File: config.mk
export PLATFORM = sky130hd
export DESIGN_NAME = btb_update_ctrl
export DESIGN_NICKNAME = d
export VERILOG_FILES = /design/src/rtl/btb_pkg.sv /design/src/rtl/btb_upd_fifo.sv /design/src/rtl/btb_update_ctrl.sv
export SDC_FILE = /design/constraint.sdc
export NUM_CORES = 1
export LEC_CHECK = 0
export BUFFER_PORTS_ARGS = -buffer_cell sky130_fd_sc_hd__buf_4
export CORE_MARGIN = 2
export CORE_UTILIZATION = 35
export CTS_BUF_LIST = sky130_fd_sc_hd__clkbuf_16
export CTS_CLUSTER_DIAMETER = 120
export DETAILED_ROUTE_END_ITERATION = 6
export SLEW_MARGIN = 20
export SYNTH_ARGS = -nofsm -noshare
export SYNTH_HDL_FRONTEND = slang
export SYNTH_SLANG_ARGS = --single-unit
File: constraint.sdc
create_clock -name clk -period 6.41 [get_ports clk]
set_input_delay 0.641 -clock clk [delete_from_list [all_inputs] [get_ports clk]]
set_output_delay 0.641 -clock clk [all_outputs]
set_load 0.02 [all_outputs]
File: src/rtl/btb_pkg.sv
// Shared types and helpers for the BTB write-side scheduler.
package btb_pkg;

  localparam int unsigned BTB_IDX_W = 9;

  typedef struct packed {
    logic [63:0] pc;
    logic [63:0] dest;
    logic        uncond;
  } btb_upd_t;

  typedef enum logic {StSweep, StRun} btb_ctrl_state_e;

  // Word-aligned branch PC to BTB set index; caller truncates to its index width.
  function automatic logic [63:0] btb_index(input logic [63:0] pc, input int unsigned idx_w);
    return (pc >> 2) & ((64'd1 << idx_w) - 64'd1);
  endfunction

endpackage

File: src/rtl/btb_upd_fifo.sv
// Small circular FIFO holding pending BTB updates; push is refused when full.
module btb_upd_fifo
  import btb_pkg::*;
#(
  parameter int unsigned QDEPTH = 4,
  localparam int unsigned PtrW = (QDEPTH > 1) ? $clog2(QDEPTH) : 1,
  localparam int unsigned CntW = $clog2(QDEPTH + 1)
) (
  input  logic            clk,
  input  logic            rst,
  input  logic            clear,
  input  logic            push,
  input  logic            pop,
  input  btb_upd_t        wdata,
  output btb_upd_t        rdata,
  output logic            full,
  output logic            empty,
  output logic [CntW-1:0] count
);

  btb_upd_t        mem_q [QDEPTH];
  logic [PtrW-1:0] wr_ptr_q;
  logic [PtrW-1:0] rd_ptr_q;
  logic [CntW-1:0] cnt_q;
  logic            do_push;
  logic            do_pop;

  function automatic logic [PtrW-1:0] ptr_inc(input logic [PtrW-1:0] ptr);
    return (ptr == PtrW'(QDEPTH - 1)) ? '0 : ptr + PtrW'(1);
  endfunction

  assign full    = (cnt_q == CntW'(QDEPTH));
  assign empty   = (cnt_q == '0);
  assign do_push = push & ~full;
  assign do_pop  = pop & ~empty;
  assign rdata   = mem_q[rd_ptr_q];
  assign count   = cnt_q;

  always_ff @(posedge clk or posedge rst) begin
    if (rst) begin
      wr_ptr_q <= '0;
      rd_ptr_q <= '0;
      cnt_q    <= '0;
    end else if (clear) begin
      wr_ptr_q <= '0;
      rd_ptr_q <= '0;
      cnt_q    <= '0;
    end else begin
      if (do_push) wr_ptr_q <= ptr_inc(wr_ptr_q);
      if (do_pop)  rd_ptr_q <= ptr_inc(rd_ptr_q);
      cnt_q <= cnt_q + CntW'(do_push) - CntW'(do_pop);
    end
  end

  always_ff @(posedge clk) begin
    if (do_push) mem_q[wr_ptr_q] <= wdata;
  end

endmodule

File: src/rtl/btb_update_ctrl.sv
// BTB write-port scheduler: post-reset/flush invalidation sweep, then FIFO-ordered updates
// drained into predict-idle cycles, with a starvation cap forcing a write.
module btb_update_ctrl
  import btb_pkg::*;
#(
  parameter int unsigned IDX_W      = BTB_IDX_W,
  parameter int unsigned QDEPTH     = 4,
  parameter int unsigned STARVE_MAX = 8,
  localparam int unsigned CntW      = $clog2(QDEPTH + 1),
  localparam int unsigned StarveW   = $clog2(STARVE_MAX + 1)
) (
  input  logic             clk,
  input  logic             rst,
  input  logic             clkEn,
  input  logic             flushReq,
  input  logic             predActive,
  input  logic             aValid,
  output logic             aReady,
  input  logic [63:0]      aPc,
  input  logic [63:0]      aDest,
  input  logic             aUncond,
  input  logic             bValid,
  output logic             bReady,
  input  logic [63:0]      bPc,
  input  logic [63:0]      bDest,
  input  logic             bUncond,
  output logic             btbWrEn,
  output logic [IDX_W-1:0] btbWrIdx,
  output logic [63:0]      btbWrPc,
  output logic [63:0]      btbWrDest,
  output logic             btbWrUncond,
  output logic             btbWrValid,
  output logic             busy,
  output logic [CntW-1:0]  qCount
);

  btb_ctrl_state_e state_q, state_d;
  logic [IDX_W-1:0]   sweep_idx_q, sweep_idx_d;
  logic [StarveW-1:0] starve_q, starve_d;

  logic       run_en;
  logic       sweep_wr;
  logic       starve_hit;
  logic       push;
  logic       pop;
  logic       fifo_full;
  logic       fifo_empty;
  btb_upd_t   upd_in;
  btb_upd_t   upd_head;

  logic             wr_en_q;
  logic [IDX_W-1:0] wr_idx_q;
  logic [63:0]      wr_pc_q;
  logic [63:0]      wr_dest_q;
  logic             wr_uncond_q;
  logic             wr_valid_q;

  assign run_en     = (state_q == StRun) & clkEn & ~flushReq;
  assign sweep_wr   = (state_q == StSweep) & ~flushReq;
  assign starve_hit = (starve_q == StarveW'(STARVE_MAX));
  assign upd_in     = aValid ? '{pc: aPc, dest: aDest, uncond: aUncond}
                             : '{pc: bPc, dest: bDest, uncond: bUncond};

  btb_upd_fifo #(
    .QDEPTH (QDEPTH)
  ) u_fifo (
    .clk   (clk),
    .rst   (rst),
    .clear (clkEn & flushReq),
    .push  (push),
    .pop   (pop),
    .wdata (upd_in),
    .rdata (upd_head),
    .full  (fifo_full),
    .empty (fifo_empty),
    .count (qCount)
  );

  always_ff @(posedge clk or posedge rst) begin
    if (rst) begin
      state_q     <= StSweep;
      sweep_idx_q <= '0;
      starve_q    <= '0;
    end else if (clkEn) begin
      state_q     <= state_d;
      sweep_idx_q <= sweep_idx_d;
      starve_q    <= starve_d;
    end
  end

  always_comb begin
    state_d     = state_q;
    sweep_idx_d = sweep_idx_q;
    starve_d    = starve_q;
    if (flushReq) begin
      state_d     = StSweep;
      sweep_idx_d = '0;
      starve_d    = '0;
    end else begin
      unique case (state_q)
        StSweep: begin
          sweep_idx_d = sweep_idx_q + IDX_W'(1);
          starve_d    = '0;
          if (sweep_idx_q == '1) state_d = StRun;
        end
        StRun: begin
          if (pop || fifo_empty) starve_d = '0;
          else if (predActive && !starve_hit) starve_d = starve_q + StarveW'(1);
        end
        default: state_d = StSweep;
      endcase
    end
  end

  always_comb begin
    busy   = (state_q == StSweep);
    aReady = run_en & ~fifo_full;
    bReady = aReady & ~aValid;
    push   = (aValid & aReady) | (bValid & bReady);
    pop    = run_en & ~fifo_empty & (~predActive | starve_hit);
  end

  // Data fields load only on a write so a held strobe keeps its payload under clkEn=0.
  always_ff @(posedge clk or posedge rst) begin
    if (rst) begin
      wr_en_q     <= 1'b0;
      wr_idx_q    <= '0;
      wr_pc_q     <= '0;
      wr_dest_q   <= '0;
      wr_uncond_q <= 1'b0;
      wr_valid_q  <= 1'b0;
    end else if (clkEn) begin
      wr_en_q <= sweep_wr | pop;
      if (sweep_wr) begin
        wr_idx_q    <= sweep_idx_q;
        wr_pc_q     <= '0;
        wr_dest_q   <= '0;
        wr_uncond_q <= 1'b0;
        wr_valid_q  <= 1'b0;
      end else if (pop) begin
        wr_idx_q    <= IDX_W'(btb_index(upd_head.pc, IDX_W));
        wr_pc_q     <= upd_head.pc;
        wr_dest_q   <= upd_head.dest;
        wr_uncond_q <= upd_head.uncond;
        wr_valid_q  <= 1'b1;
      end
    end
  end

  assign btbWrEn     = wr_en_q;
  assign btbWrIdx    = wr_idx_q;
  assign btbWrPc     = wr_pc_q;
  assign btbWrDest   = wr_dest_q;
  assign btbWrUncond = wr_uncond_q;
  assign btbWrValid  = wr_valid_q;

endmodule

==> metrics.md, run 1 <==
| Metric | Value |
|---|---|
| Maximum clock frequency | `308.1 MHz` |
| Crit Path Category | `reg2reg` |
| I/O Buffers | `410` |
| Htree depth | `3` |
| Iter 0 DRT Violations | `887` |
| RSZ-0062 raised after global routing | `no` |
| Drt first pass iters | `5` |
| Final min period | `3.246 ns` |
| Setup_tns | `0 ns` |
| Resized Gates After CTS | `0` |
| Post-Synth Simple-Gate Area | `0.04665` |
| Total of max-cap violations | `0` |
| Largest net degree at the start of global routing | `130` |
| DRC | `0` |
| Via count | `14590` |
| Clock Skews | `0.02234 ns` |
| Crit path DAT | `3.71 ns` |
| Clock sinks | `677` |
| Placement Cell Area | `0.03092 mm2` |
| Max-slew violations | `0` |
| Mapped Area | `0.02682 mm2` |
| Status | `finished, final reports clean` |
| Ratio of cells with drive above 1 in the final layout | `0.4032` |
| Prevailing post-synth register cell | `edfxtp_1` |
| Post-synth EDFFs | `516` |
| Max incr delay on CP | `0.67 ns` |
| Part of the cycle the worst path needs | `0.5063` |
| Root Driver | `clkbuf_16` |
| YS warnings | `0` |
| Slew HR | `0.3024` |
| First-pass GRT wire length | `93130 um` |
| Netlist cell types | `41` |
| Finished Cell Area | `0.03337 mm2` |
| Clk Latency, worst-skew pair | `0.60 ns` |
| Setup ws final | `3.164 ns` |
| Post-DP HPWL | `36840 um` |
| Post-synthesis sequential area ratio | `0.7279` |
| CTS tree | `done` |
| Vias in the first global route | `15630` |
| Cell family with most CP delay | `adder cells` |
| Total power draw | `9281 uW` |
| CP Capture Type | `flip-flop` |
| Mapped Avg Cell Area | `17.66 um2` |
| Std-Cell Rows | `101` |
| Clk buf depth | `3` |
| Routability cong. | `0.7185` |
| Syn nets | `1796` |
| Core area | `0.07595 mm2` |
| DR vias/cell | `4.823` |
| Fin cells | `3025` |
| Slowest cell on crit path | `buf_4` |
| Worst setup SP type | `flip-flop` |
| Most frequent cells in the layout | `edfxtp_1 (516), buf_4 (418), nand2_1 (243)` |
| Hold_buf cts | `0` |
| Post-CTS Setup Inserts | `0` |
| Commonest non-fill, non-tap cell in the layout | `edfxtp_1` |
| Worst-Margin Slew | `1.046 ns` |
| XOR/XNOR Fraction of Synth Area | `0.002612` |
| Nets | `2208` |
| Chip width | `280.8 um` |
| Die H | `280.8 um` |
| Synth Area in Compound Gates | `0.03223` |
| Leakage | `0.01231 uW` |
| Io pins | `411` |
| Pwr dens | `278.1 mW/mm2` |
| CP bufs+invs | `4` |
| Final hold violations | `0` |
| Mux cell area share after synthesis | `0.1643` |
| Routed length per instance | `20.39 um` |
| Setup Viol. Count Final | `0` |
| Inst Count DP | `2883` |
| Gr usage total | `0.1568` |
| Antenna Nets Post-Route | `0` |
| Peak supply drop | `188.9 uV` |
| Synth Register Bits | `677` |
| HP Class | `in2async` |
| Req. time, crit path | `6.87 ns` |
| Synth Area in Adders | `0.005878` |
| Asr flop ratio synth | `0.2378` |
| Main combinational cell family by area after synthesis | `multiplexers` |
| DRT Wirelength | `61670 um` |
| Clk slew on worst S/H paths | `0.06 ns` |
| Post-Place Setup Slack | `2.885 ns` |
| Mapped Cells | `1519` |
| Grt ovf | `0` |
| Initial antenna violation count | `0` |
| Initial core utilization | `0.3532` |
| Die area | `0.07887 mm2` |
| CTS buffer count | `75` |
| Critical path fanouts, max | `78` |
| Synthesis-to-finish area growth | `24.42%` |
| CP Cell Sequence | `inv_1, ha_1, nand3b_1, a211oi_4, buf_4, ha_1, inv_1, ha_1, inv_1, fa_1, xor2_1, xnor2_1, nor2_1` |
## registers in the layout, summed over array words and instances, names as in the netlist
register	cells
btbWrPc	64
btbWrValid	1
u_fifo.wr_ptr_q	2
starve_q	4
u_fifo.mem_q	516
state_q	1
u_fifo.count	3
btbWrDest	64
btbWrEn	1
sweep_idx_q	9
u_fifo.rd_ptr_q	2
btbWrUncond	1
btbWrIdx	9
## cells by family after synthesis
| family | Yosys count |
|---|---|
| buffers and inverters | 106 |
| AO/OA/AOI/OAI | 154 |
| AND/OR/NAND/NOR | 299 |
| adder cells (fa/ha/maj) | 12 |
| multiplexers | 263 |
| XOR/XNOR | 8 |
| flip-flops | 677 |
## per-layer routing
metal | up-vias | routed length [um] | share of wire | GRT usage
met2 | 360 | 30970 | 0.50 | 0.2672
li1 | 6644 | - | - | -
met1 | 7501 | 26520 | 0.43 | 0.2047
met5 | - | 0 | 0 | 0
met3 | 85 | 2726 | 0.044 | 0.02436
met4 | 0 | 1453 | 0.024 | 0.05320
## metrics by stage
stage	hold WS [ns]	util
after floorplan	0.4646	-
final	0.1306	0.4394
after detailed placement	0.4719	0.4071
after CTS	0.1925	0.4389
after global placement	0.4693	0.4070
after global routing	0.1908	0.4394
## worst register-to-register path: cells and delay by family, from the launching register on
family                   cells  cell delay [ns]
AND/OR/NAND/NOR              2             0.20
adder cells (fa/ha/maj)      4             1.06
XOR/XNOR                     2             0.31
flip-flops                   1             0.40
buffers and inverters        4             0.90
AO/OA/AOI/OAI                1             0.25
## area by class of cell
cell class / instances / area [um2]
inverter: 15 / 63.81
clock inverter: 62 / 464.2
multi-input combinational: 736 / 6780
clock buffer: 78 / 1952
timing repair buffer: 426 / 3288
sequential: 677 / 19530
antenna: 1 / 2.502
tap: 1030 / 1289
fill: 6715 / 42580
## synthesized netlist by cell type (2+ instances only)
cell type	count	share of area
edfxtp_1	516	0.58
buf_6	4	0.0017
inv_1	15	0.0021
a221o_1	9	0.0034
ha_1	11	0.0051
and2_1	16	0.0037
nor2b_1	2	0.00047
o21ai_1	15	0.0028
mux2_2	129	0.054
xor2_1	6	0.0020
a211oi_2	2	0.00093
dfrtp_1	161	0.15
and3_1	3	0.00070
a21o_1	10	0.0028
a21oi_1	3	0.00056
buf_1	3	0.00042
nand4_1	4	0.00093
clkbuf_1	27	0.0038
o21ai_0	110	0.021
buf_4	19	0.0053
xnor2_1	2	0.00065
o22ai_1	3	0.00070
nor2_1	19	0.0027
mux4_2	129	0.11
mux2i_1	5	0.0019
nand3_1	2	0.00037
buf_2	38	0.0071
nand2_1	243	0.034
## final timing paths
kind	from	end	slack (ns)	cells past startpoint
max	starve_q[0]	u_fifo.count[2]	3.16	13
min	rst	btbWrDest[61]	0.13	2
max reg2reg	starve_q[0]	u_fifo.count[2]	3.16	13
min reg2reg	btbWrPc[3]	btbWrPc[3]	0.49	1
max in group asynchronous	rst	btbWrDest[40]	4.75	3
min in group clk	flushReq	sweep_idx_q[8]	0.30	2
## where the power goes
part | internal (uW) | switching (uW) | leakage [uW] | total [uW]
logic | 173 | 180 | 0.00417 | 353
clock network | 2450 | 1710 | 0.00127 | 4160
registers | 4760 | 7.83 | 0.00688 | 4770
No activity file was read; power rests on OpenSTA's default activity.
==> run 2: changes to the inputs <==
==> constraint.sdc (replaced) <==
create_clock -name clk -period 3.41 [get_ports clk]
set_input_delay 0.341 -clock clk [delete_from_list [all_inputs] [get_ports clk]]
set_output_delay 0.341 -clock clk [all_outputs]
set_load 0.02 [all_outputs]
==> run 2 against run 1 <==
Compared with the run above:
- sequential power grew 88%
- first-iteration DRC count fell by 2.8%
- hold slack got worse by 0.033 ns
- largest cell class unchanged
- largest power group unchanged
==> metrics.md, run 2 (synthesis gave the netlist of run 1 again) <==
| Metric | Value |
|---|---|
| Post-DP HPWL | `38740 um` |
| Via count | `14760` |
| Utilization after layout | `0.4414` |
| Die H | `280.8 um` |
| Setup_tns | `0 ns` |
| CTS buffer count | `71` |
| Root Driver | `clkbuf_16` |
| Critical path fanouts, max | `143` |
| CTS tree | `done` |
| Final hold violations | `0` |
| Max incr delay on CP | `0.51 ns` |
| Chip width | `280.8 um` |
| Commonest non-fill, non-tap cell in the layout | `edfxtp_1` |
| Worst-Margin Slew | `1.016 ns` |
| Io pins | `411` |
| CP Capture Type | `flip-flop` |
| Final min period | `2.756 ns` |
| Diodes inserted | `0` |
| RSZ-0062 raised after global routing | `no` |
| Max-slew violations | `0` |
| Hold path depth | `2` |
| Vias in the first global route | `15730` |
| Routability cong. | `0.7331` |
| DR vias/cell | `4.860` |
| Drt first pass iters | `5` |
| Slew HR | `0.3226` |
| Area of the multi-input gates | `0.006774 mm2` |
| Antenna Nets Post-Route | `0` |
| Nets | `2226` |
| Worst r2r path cells | `8` |
| Grt ovf | `0` |
| Req. time, crit path | `3.86 ns` |
| DRT Wirelength | `63290 um` |
| Routed length per instance | `20.85 um` |
| Setup Viol. Count Final | `0` |
| Most frequent cells in the layout | `edfxtp_1 (516), buf_4 (427), nand2_1 (243)` |
| Clk Latency, worst-skew pair | `0.60 ns` |
| Initial antenna violation count | `2` |
| Total of max-cap violations | `0` |
| HP Class | `in2reg` |
| Clk slew on worst S/H paths | `0.06 ns` |
| Total power draw | `17130 uW` |
| Worst setup SP type | `flip-flop` |
| Fin cells | `3036` |
| Pwr dens | `511.0 mW/mm2` |
| First-pass GRT wire length | `95110 um` |
| Clk buf depth | `3` |
| Synthesis-to-finish area growth | `25.00%` |
| Crit path DAT | `3.21 ns` |
| Status | `finished, final reports clean` |
| FF+latch area | `0.01953 mm2` |
| Crit Path Category | `reg2reg` |
| Clock Skews | `0.01441 ns` |
| Top reg by flops | `u_fifo.mem_q` |
| Number of flip-flops in the largest register | `516` |
| Inst Count DP | `2903` |
| # fillers | `6710` |
| Part of the cycle the worst path needs | `0.8083` |
| Std-Cell Rows | `101` |
| I/O Buffers | `410` |
| Iter 0 DRT Violations | `862` |
| Slowest cell on crit path | `buf_4` |
| Htree depth | `3` |
| Ratio of cells with drive above 1 in the final layout | `0.4078` |
| CP Cell Sequence | `inv_1, ha_1, nand3b_1, a211oi_4, buf_4, buf_12, mux2i_1, nor2_1` |
| Maximum clock frequency | `362.8 MHz` |
| DRC | `0` |
| Largest net degree at the start of global routing | `144` |
| Clock sinks | `677` |
| Initial core utilization | `0.3532` |
| Die area | `0.07887 mm2` |
| Core area | `0.07595 mm2` |
| Peak supply drop | `305.1 uV` |
| Leakage | `0.01239 uW` |
| Gr usage total | `0.1610` |
## run 2: changes by cell type in the layout (fill, tap and decap cells not counted), moves of 2 or more
| cell | previous run | this run |
|---|---|---|
| buf_12 | 5 | 17 |
| buf_4 | 418 | 427 |
| clkbuf_16 | 78 | 72 |
| clkinv_1 | 14 | 9 |
| clkinv_4 | 2 | 0 |
| clkinv_8 | 1 | 3 |
| dlygate4sd3_1 | 0 | 2 |
## run 2: layout make-up
type	count	share of cell area
sequential	677	0.5825
multi-input combinational	736	0.2020
timing repair buffer	448	0.1075
clock buffer	72	0.05374
tap	1030	0.03844
clock inverter	58	0.01392
inverter	15	0.001791
## run 2: worst paths after layout
| check | start | end | slack, ns |
|---|---|---|---|
| max | starve_q[0] | u_fifo.rd_ptr_q[1] | 0.65 |
| min | bPc[28] | u_fifo.mem_q[1][93] | 0.1 |
| max reg2reg | starve_q[0] | u_fifo.rd_ptr_q[1] | 0.65 |
| min reg2reg | btbWrValid | btbWrValid | 0.50 |
| max in group asynchronous | rst | btbWrPc[11] | 2.05 |
| min in group asynchronous | rst | btbWrDest[36] | 0.31 |
## run 2: through the flow
stage / hold WS [ns] / area (um2) / setup WS (ns)
finish: 0.09731 / 33530 / 0.6537
global route: 0.06863 / 33530 / 0.4997
CTS: 0.05011 / 33500 / 0.6773
detailed placement: 0.3751 / 31210 / 0.7014
global placement: 0.3765 / 31210 / 0.7078
floorplan: 0.4301 / 26830 / 0.2374
## run 2: power by group
| part | internal [uW] | switching [uW] |
|---|---|---|
| combinational | 338 | 333 |
| clock | 4320 | 3180 |
| sequential | 8950 | 11.4 |
| total | 13600 | 3530 |
## run 2: per-layer routing
metal | up-vias | GRT usage | part of all wire
li1 | 6671 | - | -
met1 | 7658 | 0.2003 | 0.41
met2 | 347 | 0.2838 | 0.52
met3 | 75 | 0.03209 | 0.050
met4 | 4 | 0.04717 | 0.019
met5 | - | 0 | 0.00043
## run 2: critical path, delay by kind of cell, from the launching register on
kind	cells	cell delay, ns
DFF	1	0.39
adders and majority gates	1	0.15
muxes	1	0.26
and+or+nand+nor	2	0.20
AOI/OAI and AO/OA	1	0.28
buffers and inverters	3	1.02
## run 2: what timing repair did
| item | CTS | global route |
|---|---|---|
| resized for setup | 0 | 0 |
| hold endpoints to repair | 12 | 0 |
| endpoints found under the setup margin | 0 | 0 |
| buffers inserted | 0 | 0 |
| hold buffers | 2 | 0 |
==> run 3: changes to the inputs <==
==> constraint.sdc (replaced) <==
create_clock -name clk -period 2.7 [get_ports clk]
set_input_delay 0.27 -clock clk [delete_from_list [all_inputs] [get_ports clk]]
set_output_delay 0.27 -clock clk [all_outputs]
set_load 0.02 [all_outputs]
==> run 3 against run 2 <==
Compared with the run above:
- combinational power is 49% higher
- setup slack worse by 0.48 ns
- via count is 2.8% higher
- total power is 27% higher
- largest cell class unchanged
- cell count is 4.3% higher
- clock power is 26% higher
- critical path type unchanged
==> metrics.md, run 3 (synthesis gave the netlist of run 1 again) <==
| Metric | Value |
|---|---|
| Status | `finished, final reports clean` |
| CTS tree | `done` |
| Drt first pass iters | `5` |
| CP Capture Type | `flip-flop` |
| DRT Wirelength | `63220 um` |
| Internal power | `17280 uW` |
| Clk buf depth | `3` |
| Gr usage total | `0.1612` |
| Die area | `0.07887 mm2` |
| Worst setup SP type | `flip-flop` |
| Maximum clock frequency | `395.7 MHz` |
| Combinational share of power | `0.046` |
| Std-Cell Rows | `101` |
| First-pass GRT wire length | `95720 um` |
| CTS buffer count | `74` |
| Switch Pwr | `4482 uW` |
| Critical Path Start | `starve_q[0]` |
| RSZ-0062 raised after global routing | `no` |
| Slowest cell on crit path | `fa_1` |
| Peak supply drop | `432.6 uV` |
| Routed length per instance | `19.96 um` |
| Slew HR | `0.4199` |
| Clock Skews | `0.02038 ns` |
| Top reg by flops | `u_fifo.mem_q` |
| Max incr delay on CP | `0.41 ns` |
| Root Driver | `clkbuf_16` |
| Reg2reg start | `starve_q[0]` |
| Pwr dens | `624.8 mW/mm2` |
| Worst-Margin Slew | `0.8701 ns` |
| Largest net degree at the start of global routing | `131` |
| Nets | `2354` |
| Finished Cell Area | `0.03483 mm2` |
| Crit path DAT | `2.99 ns` |
| Grt ovf | `0` |
| Die H | `280.8 um` |
| DR vias/cell | `4.788` |
| Ratio of cells with drive above 1 in the final layout | `0.3879` |
| Req. time, crit path | `3.16 ns` |
| Total of max-cap violations | `0` |
| Setup Viol. Count Final | `0` |
| Crit Path Category | `reg2reg` |
| Total power draw | `21760 uW` |
| Seq pwr share | `0.520` |
| Antenna Nets Post-Route | `0` |
| Synthesis-to-finish area growth | `29.86%` |
| Post-DP HPWL | `38970 um` |
| CP most frequent cell | `ha_1` |
| Routability cong. | `0.7511` |
| Final min period | `2.527 ns` |
| Clk slew on worst S/H paths | `0.06 ns` |
| Clk Latency, worst-skew pair | `0.61 ns` |
| Most frequent cells in the layout | `edfxtp_1 (516), buf_4 (430), nand2_1 (243)` |
| Htree depth | `3` |
| Hold Crit Start | `bPc[43]` |
| Setup_tns | `0 ns` |
| CP Cell Sequence | `inv_2, ha_1, nand3b_1, a211oi_4, ha_1, inv_1, ha_1, inv_1, fa_1, xor2_1, xnor2_1, nor2_1` |
| HP Class | `in2reg` |
| Inst Count DP | `2911` |
| Fin cells | `3167` |
| Max-slew violations | `0` |
| Leakage | `0.01293 uW` |
| Via count | `15160` |
| Initial core utilization | `0.3532` |
| I/O Buffers | `410` |
| Iter 0 DRT Violations | `844` |
| Number of flip-flops in the largest register | `516` |
| Io pins | `411` |
| Initial antenna violation count | `2` |
| Core area | `0.07595 mm2` |
| Clock share of power | `0.434` |
| DRC | `0` |
| Final hold violations | `0` |
| Clock sinks | `677` |
| # fillers | `6621` |
| Vias in the first global route | `16360` |
| Diodes inserted | `0` |
| Critical path fanouts, max | `3` |
| Chip width | `280.8 um` |
| Sw Ratio | `0.2060` |
| Placement Cell Area | `0.03133 mm2` |
| Commonest non-fill, non-tap cell in the layout | `edfxtp_1` |
| Part of the cycle the worst path needs | `0.9361` |
run 3: routing by layer:
metal / wire length [um] / track usage
met1: 25400 / 0.1932
met2: 33090 / 0.2895
met3: 3112 / 0.03134
met4: 1586 / 0.05471
met5: 32 / 0
run 3: final cells by class:
class / instances / area (um2) / share of cell area
Clock buffer: 76 / 1902 / 0.05460
Timing Repair Buffer: 573 / 4881 / 0.1401
Multi-Input combinational cell: 736 / 6774 / 0.1945
Clock inverter: 60 / 395.4 / 0.01135
Tap cell: 1030 / 1289 / 0.03700
Inverter: 15 / 60.06 / 0.001724
Sequential cell: 677 / 19530 / 0.5607
run 3: timing repair:
| action | in CTS | in global routing |
|---|---|---|
| resized for setup | 0 | 1 |
| buffers inserted | 0 | 0 |
| hold buffers | 120 | 0 |
| endpoints found under the setup margin | 0 | 13 |
| endpoints found under the hold margin | 248 | 0 |
run 3: path summary, 6_finish.rpt:
check                                       end  slack (ns)  cells after the start
max reg2reg                     u_fifo.count[2]        0.17                     12
max in group asynchronous           btbWrPc[12]        1.69                      4
max                             u_fifo.count[2]        0.17                     12
min                        u_fifo.mem_q[2][108]        0.04                      2
min reg2reg                          btbWrPc[5]        0.48                      1
min in group asynchronous         btbWrDest[36]        0.27                      3
run 3: worst max-delay path, delay by kind of cell, from the launching register on:
family	cells	cell delay (ns)
AO/OA/AOI/OAI	1	0.26
AND/OR/NAND/NOR	2	0.20
flip-flops	1	0.40
buffers and inverters	3	0.21
XOR/XNOR	2	0.35
adder cells (fa/ha/maj)	4	0.96
run 3: power by group through the flow:
stage	Combinational (uW)	Sequential [uW]	Clock, uW
3_3_place_gp	817	11500	0
4_1_cts	1010	11300	9750
6_report	998	11300	9440
3_5_place_dp	846	11500	0
2_1_floorplan	356	11500	0
5_1_grt	1080	11300	10100
run 3: stage by stage:
| step | util | setup slack, ns | hold WS (ns) |
|---|---|---|---|
| after global routing | 0.4586 | 0.01294 | 0.01818 |
| after global placement | 0.4126 | 0.2018 | 0.3627 |
| final | 0.4586 | 0.1726 | 0.03940 |
| after detailed placement | 0.4126 | 0.1209 | 0.3643 |
| after CTS | 0.4586 | 0.08201 | 0.00002554 |
| after floorplan | - | -0.4726 | 0.3591 |
